File: src/rtl/an_cmp_filter.sv
// an_cmp_filter
//
// Multi-channel comparator front end. Each channel takes an asynchronous
// differential comparator pair (vip/vin), synchronizes both legs, and
// digitally filters the result into a latched per-channel state. The state
// only moves when the synchronized pair disagrees (vip_s != vin_s) and points
// away from the current state for filt_len+1 consecutive enabled cycles.
// When vip_s == vin_s the channel latches its present state.
//
// Ports
//   clk       : single clock, rising edge
//   rst_n     : asynchronous active-low reset
//   ena       : 1 = filter running, 0 = state/filter frozen (synchronizers run)
//   vip, vin  : asynchronous comparator legs, one bit per channel
//   filt_len  : extra qualifying cycles required before a flip
//   inv       : per-channel output polarity inversion (combinational)
//   clr_cnt   : synchronous clear of all transition counters
//   cnt_sel   : channel whose transition counter drives cnt_out
//   cmp_out   : state XOR inv, per channel
//   rise/fall : registered one-cycle pulses on a state 0->1 / 1->0 change
//   cnt_out   : saturating transition count of channel cnt_sel (0 if out of range)

module an_cmp_filter #(
   parameter int NCH         = 4,
   parameter int SYNC_STAGES = 2,
   parameter int FILT_W      = 4,
   parameter int CNT_W       = 8,
   localparam int SEL_W      = (NCH > 1) ? $clog2(NCH) : 1
) (
   input  logic              clk,
   input  logic              rst_n,
   input  logic              ena,
   input  logic [NCH-1:0]    vip,
   input  logic [NCH-1:0]    vin,
   input  logic [FILT_W-1:0] filt_len,
   input  logic [NCH-1:0]    inv,
   input  logic              clr_cnt,
   input  logic [SEL_W-1:0]  cnt_sel,
   output logic [NCH-1:0]    cmp_out,
   output logic [NCH-1:0]    rise,
   output logic [NCH-1:0]    fall,
   output logic [CNT_W-1:0]  cnt_out
);

   // Saturating increment: the counter sticks at all-ones instead of wrapping.
   function automatic logic [CNT_W-1:0] sat_inc(input logic [CNT_W-1:0] v);
      return (&v) ? v : v + CNT_W'(1);
   endfunction

   logic [NCH-1:0]    vip_sync [SYNC_STAGES];
   logic [NCH-1:0]    vin_sync [SYNC_STAGES];
   logic [NCH-1:0]    vip_s;
   logic [NCH-1:0]    vin_s;

   logic [NCH-1:0]    state;
   logic [FILT_W-1:0] fcnt [NCH];
   logic [CNT_W-1:0]  cnt  [NCH];

   logic [NCH-1:0]    qual;
   logic [NCH-1:0]    flip;

   // Synchronizer stages: both legs of every channel, always running.
   always_ff @(posedge clk or negedge rst_n) begin
      if (!rst_n) begin
         for (int k = 0; k < SYNC_STAGES; k++) begin
            vip_sync[k] <= '0;
            vin_sync[k] <= '0;
         end
      end else begin
         vip_sync[0] <= vip;
         vin_sync[0] <= vin;
         for (int k = 1; k < SYNC_STAGES; k++) begin
            vip_sync[k] <= vip_sync[k-1];
            vin_sync[k] <= vin_sync[k-1];
         end
      end
   end

   assign vip_s = vip_sync[SYNC_STAGES-1];
   assign vin_s = vin_sync[SYNC_STAGES-1];

   // Qualification and flip decision. A count already above filt_len (after
   // filt_len was lowered mid-count) also flips on the next qualifying edge.
   always_comb begin
      qual = '0;
      flip = '0;
      for (int i = 0; i < NCH; i++) begin
         qual[i] = ena & (vip_s[i] ^ vin_s[i]) & (vip_s[i] != state[i]);
         flip[i] = qual[i] & (fcnt[i] >= filt_len);
      end
   end

   // Filter, state, edge pulses and transition counters.
   always_ff @(posedge clk or negedge rst_n) begin
      if (!rst_n) begin
         state <= '0;
         rise  <= '0;
         fall  <= '0;
         for (int i = 0; i < NCH; i++) begin
            fcnt[i] <= '0;
            cnt[i]  <= '0;
         end
      end else begin
         for (int i = 0; i < NCH; i++) begin
            if (ena) begin
               if (flip[i])      fcnt[i] <= '0;
               else if (qual[i]) fcnt[i] <= fcnt[i] + FILT_W'(1);
               else              fcnt[i] <= '0;
            end
            if (flip[i]) state[i] <= vip_s[i];
            // flip is only ever set with ena=1, so pulses are 0 while frozen.
            rise[i] <= flip[i] & vip_s[i];
            fall[i] <= flip[i] & ~vip_s[i];
            if (clr_cnt)      cnt[i] <= '0;
            else if (flip[i]) cnt[i] <= sat_inc(cnt[i]);
         end
      end
   end

   assign cmp_out = state ^ inv;

   // Out-of-range selections match no channel and read as 0.
   always_comb begin
      cnt_out = '0;
      for (int i = 0; i < NCH; i++) begin
         if (cnt_sel == SEL_W'(i)) cnt_out = cnt[i];
      end
   end

endmodule
File: config.mk
export PLATFORM = sky130hd
export DESIGN_NAME = an_cmp_filter
export DESIGN_NICKNAME = d
export VERILOG_FILES = /design/src/rtl/an_cmp_filter.sv
export SDC_FILE = /design/constraint.sdc
export NUM_CORES = 1
export LEC_CHECK = 0
export CORE_UTILIZATION = 57
export CTS_CLUSTER_DIAMETER = 80
export CTS_CLUSTER_SIZE = 24
export DETAILED_ROUTE_END_ITERATION = 7
export PLACE_DENSITY = 0.8
export SYNTH_ARGS = -nofsm -noshare
export SYNTH_HDL_FRONTEND = slang
export SYNTH_SLANG_ARGS = --single-unit
export TNS_END_PERCENT = 10
File: constraint.sdc
create_clock -name clk -period 2.3 [get_ports clk]
set_input_delay 0.46 -clock clk [delete_from_list [all_inputs] [get_ports clk]]
set_output_delay 0.46 -clock clk [all_outputs]
set_load 0.05 [all_outputs]
# [Word level (Yosys, flattened, before mapping)]
# Index checks and enable logic that the tools add are counted.
[classes] n_addsub=8 n_lt_le_gt_ge=4 eq_ne=11 muxes=24 bitwise=29 reduce_logical=13
[ops] op="$mux W8" n=16
[ops] op="$add A8 B1 Y8 const B" n=4
[ops] op="$mux W4" n=8
[ops] op="$reduce_and A8 Y1" n=4
[ops] op="$and A1 B1 Y1" n=20
[ops] op="$add A4 B1 Y4 const B" n=4
[ops] op="$ge A4 B4 Y1" n=4
[ops] op="$ne A2 B2 Y1 const B" n=4
[ops] op="$reduce_and A2 Y1" n=4
[ops] op="$reduce_bool A2 Y1" n=4
[ops] op="$eq A2 B2 Y1 const B" n=2
[ops] op="$ne A1 B1 Y1" n=4
[ops] op="$not A1 Y1" n=4
[ops] op="$xor A1 B1 Y1" n=4
[ops] op="$xor A4 B4 Y4" n=1
[ops] op="$eq A2 B1 Y1 const B" n=1
[ops] op="$logic_not A2 Y1" n=1
[word_totals] regBits=76 output_inout_bits=20 word_cells=107

# [Depth between registers and ports, before layout]
# Gate-level depths: netlist of run 1.
[logic_depth] word_depth=6 mapped_depth=9 ltp_nobuf=7

# [Worst setup path before layout of run 1]
# No wires, ideal clock.
[synth_timing] path_kind="in2reg" startpoint="input port filt_len[0]" endpoint="register cnt[20] (netlist bit)" setup_ns=0.110 arrival_time_ns=2.038 required_time_ns=2.190 slack_ns=0.152 cell_stages=7 n_path_buf=1 path_cell_list="ha_1 nand2b_1 a2111oi_1 or3_1 buf_2 o311ai_0 o41ai_1"
[synth_between] elab_chain_len=4
[synth_lines] item="start: declaration" line="35" source="input logic [FILT_W-1:0] filt_len,"
[synth_lines] item="$ge A4 B4 Y1" line="89" source="flip[i] = qual[i] & (fcnt[i] >= filt_len);"
[synth_lines] item="$and A1 B1 Y1" line="89"
[synth_lines] item="$reduce_bool A2 Y1 (no source line)"
[synth_lines] item="$reduce_and A2 Y1 (no source line)"
[synth_lines] item="end signal: indexed assignment" line="115" source="else if (flip[i]) cnt[i] <= sat_inc(cnt[i]);"
[synth_lines] item="end: declaration" line="57" source="logic [CNT_W-1:0] cnt [NCH];"
# No other way between the ends.
# A chain may end at the register's enable or synchronous reset.

# [Worst setup path in the final report of run 1]
[layout_timing] startpoint="input port filt_len[2]" endpoint="register cnt[30] (netlist bit)"
# The elaborated chain is that of the path after synthesis.

==> summary.txt, run 1 <==
Placed design
  • Place WS: -0.631 ns
  • Cell Count Post-Placement: 528
  • Gp weighted congestion: 0.837
  • Hpwl dp: approximately 6200 um
  • Buffers on Ports: 41
  • Placed cell area: between 4000 and 5000 um^2

Status
  • Failing checks: setup timing
  • Run status: finished, violations left

Drt
  • Post-route ant nets: 0
  • Vias per cell: 6.03
  • DR iter-0 viols: 169
  • WL/cell: 16.6 um
  • DR pass1 iterations: 4
  • DRT Wirelength: roughly 9100 um
  • # DRC: 0
  • Vias: 3,285

Setup path
  • WP data required: 2.57 ns
  • FF-to-FF End: cnt[30]
  • Slowest stage cell, crit path: or4_1
  • Reg2reg start: fcnt[12]
  • Critical path cell sequence: clkdlybuf4s50_1 -> inv_2 -> ha_1 -> o21a_1 -> nor2_1 -> or3b_1 -> buf_6 -> or4_1 -> a21oi_1
  • Max stage delay on crit path: slightly above 0.5 ns
  • Reg2reg path depth: 8
  • Crit path kind: primary input to flip-flop
  • Startpoint Class: primary input
  • CP Max Fanout: 14
  • Cell family with the largest share of critical-path delay: simple AND/OR/NAND/NOR gates
  • CP arrival: 2.59 ns
  • CP Capture Type: flip-flop
  • CP Buf/Inv Count: 3
  • Flop-to-flop setup slack: 0.09 ns

GRT
  • Global-route wire length before repair: between 10,000 and 15,000 um
  • Vias in the first global route: 3,173
  • GR Util All Layers: 25.5%
  • Antenna violations before repair: 0
  • Total grt overflow: 0
  • Largest net degree at the start of global routing: 40

Timing
  • Relative max-transition margin: 54.1%
  • Max Fclk: 431 MHz
  • Final period util: 101%
  • Final hold violations: 0
  • Worst Tran Pin Value: 0.686 ns
  • Setup Viol. Count Final: 1
  • RSZ-0062 raised after global routing: true
  • Final WS setup: -0.0192 ns
  • Clk_skew: 0.00772 ns
  • Final min period: 2.32 ns
  • Final Slew Violations: 0
  • WHS: 0.0705 ns

Floorplan
  • FP Rows: 30
  • Die height: 85.6 um
  • Initial core utilization: between 50% and 60%
  • Die width: 85.6 um
  • Die area: 7330 um^2
  • IO Count: 42
  • Core ar.: about 6800 um^2

Worst hold path
  • Min-Delay Path Class: primary input to async pin

Power
  • P_leak: about 2.3 nW
  • Peak supply drop: approximately 520 uV
  • Pwr/cell area: just over 600 nW/um^2
  • Power Total: 0.00309 W

Clocking
  • H-tree depth: 3
  • Reg clk slew, reported paths: 0.08 ns
  • Num CTS Buffers: 9
  • Root buffer cell: clkbuf_8
  • TritonCTS clock tree: yes
  • Clk Latency, worst-skew pair: roughly 0.35 ns
  • Clk sinks: between 70 and 80
  • Max Buffers Root-to-Sink: 2

Layout
  • Fraction of layout cells with a size suffix above 1: 21.6%
  • Post-route insts no fill: 545
  • Design area: 5090 um^2
  • Area Growth Syn to Fin: 27.7%
  • Commonest non-fill, non-tap cell in the layout: dfrtp_1
  • Ant diodes: 0
  • Nets@finish: 490
  • Fillers: 461
  • Most frequent cells in the layout: 76 x dfrtp_1, 34 x buf_4, 26 x clkdlybuf4s50_1, 24 x inv_1, 24 x ha_1

Synth
  • Syn_nets: between 400 and 500
  • Post-synth ARST share: 100%
  • Post-synthesis cell type count: 50
  • Post-synthesis sequential area ratio: 47.7%
  • Syn avg cell area: 10.7 um^2
  • Largest area contributor in the netlist: dfrtp_1
  • Post-synthesis register bit count: 76
  • Synth top area cells: dfrtp_1 48%, ha_1 7.5%, mux4_2 4.5%, a21oi_1 2.8%, nand3_1 2.6%
  • Yosys warning total: 0
  • Most used DFF post-synth: dfrtp_1
  • Post-Syn Instances: 374
  • Share of the synthesized area in the top cell type: between 40% and 50%
  • Number of flops mapped to enable cells by yosys: 0
  • Syn Std Cell Area: 3990 um^2

Flow run
  • Max cap viols: 0
## registers in the layout, summed over array words and instances, names as in the netlist
| signal | cells |
|---|---|
| cnt | 32 |
| fcnt | 16 |
| fall | 4 |
| rise | 4 |
| state | 4 |
| vin_s | 4 |
| vin_sync | 4 |
| vip_s | 4 |
| vip_sync | 4 |
## cell families after synthesis
kind of cell,Yosys count,share of synthesized area (%)
adders and majority gates,24,7.53
muxes,14,6.06
DFF,76,47.7
AOI/OAI and AO/OA,95,16.3
buffers and inverters,43,4.24
xor gates and xnor gates,4,0.878
and+or+nand+nor,118,17.4
## worst max-delay path by stage
stage | slack (ns) | cells after the start | from | endpoint
floorplan | 0.15 | 7 | filt_len[0] | cnt[20]
global placement | -0.54 | 9 | filt_len[0] | state[3]
detailed placement | -0.63 | 9 | filt_len[0] | state[3]
CTS | -0.08 | 9 | filt_len[0] | fcnt[10]
global route | -0.06 | 9 | filt_len[2] | cnt[30]
finish | -0.02 | 9 | filt_len[2] | cnt[30]
## routing by layer
metal | track usage [%] | wire length [um] | vias to the layer above
li1 | - | - | 1544
met1 | 32.9 | 3970 | 1650
met2 | 43.6 | 4630 | 76
met3 | 4.23 | 318 | 15
met4 | 9.55 | 157 | 0
met5 | 0 | 0 | -
## cell usage after synthesis, types with 4 or more instances
master and number:
a21o_1 10, a21oi_1 22, and3_1 8, buf_2 6
clkbuf_1 9, dfrtp_1 76, ha_1 24, inv_1 27
mux2i_1 5, mux4_2 8, nand2_1 14, nand2b_1 7
nand3_1 21, nor2_1 17, nor3b_1 8, o21ai_0 16
o22ai_1 4, o311ai_0 5, o31ai_1 12, o41ai_1 7
or3_1 11, or4_1 12, xor2_1 4
## cell type report
class                           instances  area [um^2]  share of cell area [%]
Tap cell                               96          120                    2.36
Sequential cell                        76         1900                    37.3
Timing Repair Buffer                   75          736                    14.4
Clock inverter                          7         91.3                    1.79
Multi-Input combinational cell        255         2020                    39.6
Inverter                               27          101                    1.99
Clock buffer                            9          124                    2.43
## power by group
group	internal, W	leakage (nW)	switching (W)
clock network	0.000607	0.109	0.000510
registers	0.00139	1.02	0.0000456
logic	0.000264	1.19	0.000277
## through the flow
| step | setup TNS (ns) | utilization [%] |
|---|---|---|
| 6_report | -0.0192 | 75.0 |
| 4_1_cts | -0.570 | 73.7 |
| 3_3_place_gp | -20.10 | 69.8 |
| 2_1_floorplan | 0 | - |
| 3_5_place_dp | -24.34 | 69.8 |
| 5_1_grt | -0.183 | 75.0 |
## repair_timing
| action | in CTS | in global routing |
|---|---|---|
| buffers inserted | 0 | 1 |
| endpoints found under the setup margin | 40 | 39 |
| hold buffers | 0 | 0 |
| gates resized for setup | 17 | 18 |
| pin swaps | 9 | 6 |
Power figures use the tool's default switching activity.
==> inputs of run 2 (changes only) <==
--- a/config.mk
+++ b/config.mk
@@ -5,11 +5,12 @@
 export SDC_FILE = /design/constraint.sdc
 export NUM_CORES = 1
 export LEC_CHECK = 0
-export CORE_UTILIZATION = 57
+export CORE_UTILIZATION = 59
+export CTS_BUF_LIST = sky130_fd_sc_hd__clkbuf_8
 export CTS_CLUSTER_DIAMETER = 80
 export CTS_CLUSTER_SIZE = 24
 export DETAILED_ROUTE_END_ITERATION = 7
-export PLACE_DENSITY = 0.8
+export PLACE_DENSITY = 0.83
 export SYNTH_ARGS = -nofsm -noshare
 export SYNTH_HDL_FRONTEND = slang
 export SYNTH_SLANG_ARGS = --single-unit
==> run 2 against run 1 <==
  * The run ends with DRC, setup timing left
  * Utilization up 5.5 points
  * Sequential share of layout area shrank 0.55 points
  * Hold slack worse by 0.043 ns
  * Largest cell class unchanged
  * Cell count fell by 2.0%
  * Combinational power up 4%
  * Via count up 4.0%
  * Global-route usage up 3.4 points
  * Critical path depth is the same
  * First-iteration DRC count is 79% higher
==> summary.txt, run 2 (synthesized netlist as in run 1, its figures left out) <==
GRT
  • Antenna violations before repair: 0
  • GR Util All Layers: 28.9%
  • Total grt overflow: 0
  • Largest net degree at the start of global routing: 48
  • Global-route wire length before repair: around 16,000 um
  • Vias in the first global route: 3,484

Setup path
  • Critical path cell sequence: clkdlybuf4s50_1 -> inv_2 -> ha_1 -> o21a_1 -> nor2_1 -> or3b_4 -> buf_4 -> o31ai_1 -> a21oi_2
  • Slowest stage cell, crit path: or3b_4
  • CP Capture Type: flip-flop
  • Flop-to-flop setup slack: 0.13 ns
  • Startpoint Class: primary input
  • Max stage delay on crit path: between 0.4 and 0.5 ns
  • CP Buf/Inv Count: 3
  • Reg2reg path depth: 8
  • WP data required: between 2 and 3 ns
  • End point of the critical path: cnt[27]
  • FF-to-FF End: cnt[27]
  • Crit path kind: primary input to flip-flop
  • CP arrival: 2.56 ns
  • Stages on worst setup path: 9
  • Cell family with the largest share of critical-path delay: buffers and inverters
  • CP Max Fanout: 7
  • Critical path origin: filt_len[3]
  • Reg2reg start: fcnt[12]

Layout
  • Fillers: 374
  • Top flop regs: cnt: 32 flops, fcnt: 16 flops
  • Ant diodes: 0
  • Register area: 1900 um^2
  • Most frequent cells in the layout: 76 x dfrtp_1, 38 x buf_4, 26 x inv_1, 26 x clkdlybuf4s50_1, 24 x ha_1
  • Max reg flops: 32
  • Nets@finish: 498
  • Fraction of layout cells with a size suffix above 1: 24.3%
  • Area Growth Syn to Fin: 29.6%
  • Most flops, register: cnt
  • Multi-input gate area: 2080 um^2
  • Commonest non-fill, non-tap cell in the layout: dfrtp_1

Floorplan
  • IO Count: 42
  • Die area: 7090 um^2
  • FP Rows: 29
  • Die height: roughly 84 um
  • Die width: 84.2 um
  • Core ar.: approximately 6400 um^2
  • Initial core utilization: 62.1%

Placed design
  • Gp weighted congestion: 0.848
  • Place WS: -0.604 ns
  • Hpwl dp: about 6400 um
  • Buffers on Ports: 41

Clocking
  • # hold bufs at CTS: 0
  • Postcts setup bufs: 0
  • Reg clk slew, reported paths: 0.08 ns
  • Num CTS Buffers: 9
  • H-tree depth: 3
  • Clk Latency, worst-skew pair: approximately 0.35 ns
  • Clk sinks: 76
  • TritonCTS clock tree: yes
  • Root buffer cell: clkbuf_8
  • Max Buffers Root-to-Sink: 2

Power
  • P_leak: about 2.3 nW
  • Peak supply drop: 485 uV
  • Pwr/cell area: 588 nW/um^2

Flow run
  • Max cap viols: 0

Timing
  • Max Fclk: approximately 430 MHz
  • WHS: 0.0274 ns
  • Final WS setup: -0.0287 ns
  • Final min period: 2.33 ns
  • Setup Viol. Count Final: 1
  • RSZ-0062 raised after global routing: true
  • Final Slew Violations: 0
  • Final hold violations: 0
  • Relative max-transition margin: 51.8%
  • Worst Tran Pin Value: 0.720 ns
  • Clk_skew: 0.00640 ns
  • Final period util: 101%

Worst hold path
  • Min-Delay Path Class: primary input to async pin

Drt
  • DR iter-0 viols: just over 300
  • WL/cell: 18.0 um
  • Vias: 3,415
  • Vias per cell: 6.40
  • DR pass1 iterations: 6
  • DRT Wirelength: 9630 um
  • # DRC: 4
  • Post-route ant nets: 0

Status
  • Run status: finished, violations left
  • Failing checks: DRC, setup timing
-- run 2: worst reg2reg max path: cells and delay by family, from the launching register on --
family / cells / cell delay (ns)
AND/OR/NAND/NOR: 2 / 0.61
adder cells (fa/ha/maj): 1 / 0.29
AO/OA/AOI/OAI: 3 / 0.53
buffers and inverters: 2 / 0.25
flip-flops: 1 / 0.37
-- run 2: report_power, final --
part	internal, W	total [W]	switching (W)
sequential	0.00139	0.00143	0.0000485
clock	0.000553	0.00104	0.000491
combinational	0.000268	0.000560	0.000292
-- run 2: worst min-delay path by stage --
stage | startpoint | end | depth (start not counted)
after floorplan | rst_n | cnt[0] | 0
after global routing | rst_n | cnt[28] | 1
final | rst_n | cnt[28] | 1
after detailed placement | vin_sync[6] | vin_s[2] | 0
after CTS | rst_n | cnt[25] | 1
after global placement | vin_sync[7] | vin_s[3] | 0
-- run 2: cell type report --
class / count / area share (%)
multi-input combinational: 257 / 40.2
sequential: 76 / 36.8
timing repair buffer: 81 / 15.3
clock buffer: 11 / 2.93
inverter: 27 / 1.96
tap: 77 / 1.86
clock inverter: 5 / 0.992
-- run 2: metrics by stage --
stage	utilization, %	setup TNS, ns	total power (W)	cells	area [um^2]
floorplan	-	0	0.00170	374	3990
global placement	74.3	-21.18	0.00196	516	4770
detailed placement	74.3	-25.24	0.00199	516	4770
CTS	78.7	-0.0114	0.00303	533	5050
global route	80.5	-0.151	0.00316	534	5170
finish	80.5	-0.0287	0.00304	534	5170
-- run 2: metal layers --
metal	part of all wire, %	global-route usage (%)	routed length, um
met1	42	36.0	4040
met2	51	49.0	4930
met3	5.0	6.29	477
met4	1.9	12.2	181
met5	0	0	0
-- run 2: timing repair --
| item | 4_1_cts | 5_1_grt |
|---|---|---|
| setup endpoints to repair | 46 | 35 |
| cloned | 1 | 1 |
| resized for setup | 21 | 28 |
| pin swaps | 3 | 12 |
==> inputs of run 3 (changes only) <==
--- a/config.mk
+++ b/config.mk
@@ -11,6 +11,7 @@
 export CTS_CLUSTER_SIZE = 24
 export DETAILED_ROUTE_END_ITERATION = 7
 export PLACE_DENSITY = 0.83
+export SETUP_SLACK_MARGIN = 0.15
 export SYNTH_ARGS = -nofsm -noshare
 export SYNTH_HDL_FRONTEND = slang
 export SYNTH_SLANG_ARGS = --single-unit
==> run 3 against run 2 <==
  * The flow finishes with violations (DRC)
  * Clock-buffer cell count unchanged
  * Combinational power increased by 3.8%
  * Critical endpoint is now fcnt[14]
  * Clock skew is essentially flat
  * First-iteration DRC count decreased by 18%
  * Final area rose by 1.1%
  * Maximum frequency is 5.2% higher
  * Worst setup slack improved by 0.11 ns
  * Power increased by 0.70%
  * Clock power barely moved
  * Global-route usage rose by 0.25 points
  * Register-to-register slack got worse by 0.04 ns
  * Highest routed layer unchanged
==> summary.txt, run 3 (synthesized netlist as in run 1, its figures left out) <==
Clocking
  • Num CTS Buffers: 9
  • H-tree depth: 3
  • Root buffer cell: clkbuf_8
  • Max Buffers Root-to-Sink: 2
  • TritonCTS clock tree: yes
  • Reg clk slew, reported paths: about 0.080 ns
  • Clk Latency, worst-skew pair: 0.36 ns
  • Clk sinks: 76

Drt
  • Post-route ant nets: 0
  • DR pass1 iterations: 6
  • Vias: ~3,400
  • DRT Wirelength: 9690 um
  • # DRC: 4
  • WL/cell: 18.0 um
  • DR iter-0 viols: 247
  • Vias per cell: 6.35

GRT
  • Total grt overflow: 0
  • GR Util All Layers: 29.1%
  • Antenna violations before repair: 0
  • Largest net degree at the start of global routing: 48
  • Global-route wire length before repair: 16,000 um
  • Vias in the first global route: roughly 3,500

Worst hold path
  • Min-Delay Path Class: primary input to async pin

Layout
  • Fillers: 345
  • Register area: 1900 um^2
  • Nets@finish: about 500
  • Most flops, register: cnt
  • Commonest non-fill, non-tap cell in the layout: dfrtp_1
  • Fraction of layout cells with a size suffix above 1: about a quarter
  • Area Growth Syn to Fin: 31.1%
  • Post-route insts no fill: 538
  • Top flop regs: cnt: 32 flops, fcnt: 16 flops
  • Multi-input gate area: 2120 um^2
  • Max reg flops: 32
  • Most frequent cells in the layout: 76 x dfrtp_1, 43 x buf_4, 24 x inv_1, 23 x clkdlybuf4s50_1, 22 x ha_1
  • Ant diodes: 0

Timing
  • Relative max-transition margin: about 54%
  • Worst Tran Pin Value: 0.691 ns
  • Clk_skew: 0.00648 ns
  • Final min period: 2.21 ns
  • Final period util: between 90% and 100%
  • Final Slew Violations: 0
  • Final hold violations: 0
  • Setup Viol. Count Final: 0
  • Max Fclk: 452 MHz
  • Setup TNS: 0 ns
  • RSZ-0062 raised after global routing: true

Setup path
  • CP arrival: 2.52 ns
  • Crit path kind: flip-flop to flip-flop
  • CP Buf/Inv Count: 2
  • WP data required: 2.60 ns
  • Slowest stage cell, crit path: a2111oi_4
  • CP Max Fanout: 5
  • Max stage delay on crit path: 0.43 ns
  • Worst path most repeated cell: o21ai_0
  • Startpoint Class: flip-flop
  • Critical path cell sequence: inv_1 -> ha_1 -> nand2b_1 -> a2111oi_4 -> o21ai_0 -> buf_4 -> o21ai_0 -> a21o_1
  • Flop-to-flop setup slack: 0.09 ns
  • Cell family with the largest share of critical-path delay: compound AO/OA/AOI/OAI gates
  • Reg2reg start: fcnt[12]
  • Critical path origin: fcnt[12]
  • CP Capture Type: flip-flop

Power
  • Pwr/cell area: between 500 and 600 nW/um^2
  • Power Total: 0.00306 W
  • Peak supply drop: 493 uV
  • P_leak: 2.37 nW

Floorplan
  • Core ar.: 6420 um^2
  • FP Rows: 29
  • IO Count: 42
  • Initial core utilization: ~62%
  • Die area: 7090 um^2
  • Die width: roughly 84 um
  • Die height: 84.2 um

Flow run
  • Max cap viols: 0

Placed design
  • Hpwl dp: 6420 um
  • Buffers on Ports: 41
  • Cell Count Post-Placement: 516
  • Gp weighted congestion: 0.848

Status
  • Run status: finished, violations left
  • Failing checks: DRC
run 3: metal layers:
| metal | wire [um] | GRT usage [%] | share of wire, % | up-vias |
|---|---|---|---|---|
| li1 | - | - | - | 1571 |
| met1 | 4010 | 36.0 | 41 | 1690 |
| met2 | 4890 | 50.1 | 50 | 132 |
| met3 | 535 | 5.51 | 5.5 | 24 |
| met4 | 252 | 13.0 | 2.6 | 0 |
| met5 | 0 | 0 | 0 | - |
run 3: timing repair:
| action | CTS | global route |
|---|---|---|
| cloned | 2 | 0 |
| resized for setup | 33 | 22 |
| endpoints found under the setup margin | 66 | 58 |
| pin swaps | 16 | 13 |
| hold buffers | 0 | 0 |
| endpoints found under the hold margin | 0 | 0 |
| buffers inserted | 1 | 3 |
run 3: path summary, 6_finish.rpt:
path / cells after the start / endpoint
setup / recovery: 8 / fcnt[14]
hold / removal: 1 / cnt[28]
setup reg to reg: 8 / fcnt[14]
hold reg to reg: 0 / vin_s[2]
max in group asynchronous: 2 / fcnt[7]
min in group clk: 0 / vin_s[2]
run 3: where the power goes:
part,leakage [nW],total (W),switching [W],internal (W)
clock network,0.107,0.00104,0.000491,0.000553
registers,1.02,0.00143,0.0000480,0.00139
logic,1.25,0.000581,0.000300,0.000281
run 3: layout make-up:
cell class	count	area share [%]
Clock buffer	11	2.90
Inverter	27	1.94
Sequential cell	76	36.4
Tap cell	77	1.84
Multi-Input combinational cell	257	40.5
Timing Repair Buffer	85	15.4
Clock inverter	5	0.981
run 3: stage by stage:
| stage | setup slack [ns] | instance area, um^2 | hold WS, ns | utilization [%] |
|---|---|---|---|---|
| 2_1_floorplan | 0.152 | 3990 | 0.164 | - |
| 3_3_place_gp | -0.552 | 4770 | 0.334 | 74.3 |
| 3_5_place_dp | -0.604 | 4770 | 0.337 | 74.3 |
| 4_1_cts | 0.0371 | 5120 | 0.0383 | 79.7 |
| 5_1_grt | 0.0185 | 5230 | 0.0425 | 81.4 |
| 6_report | 0.0858 | 5230 | 0.0133 | 81.4 |
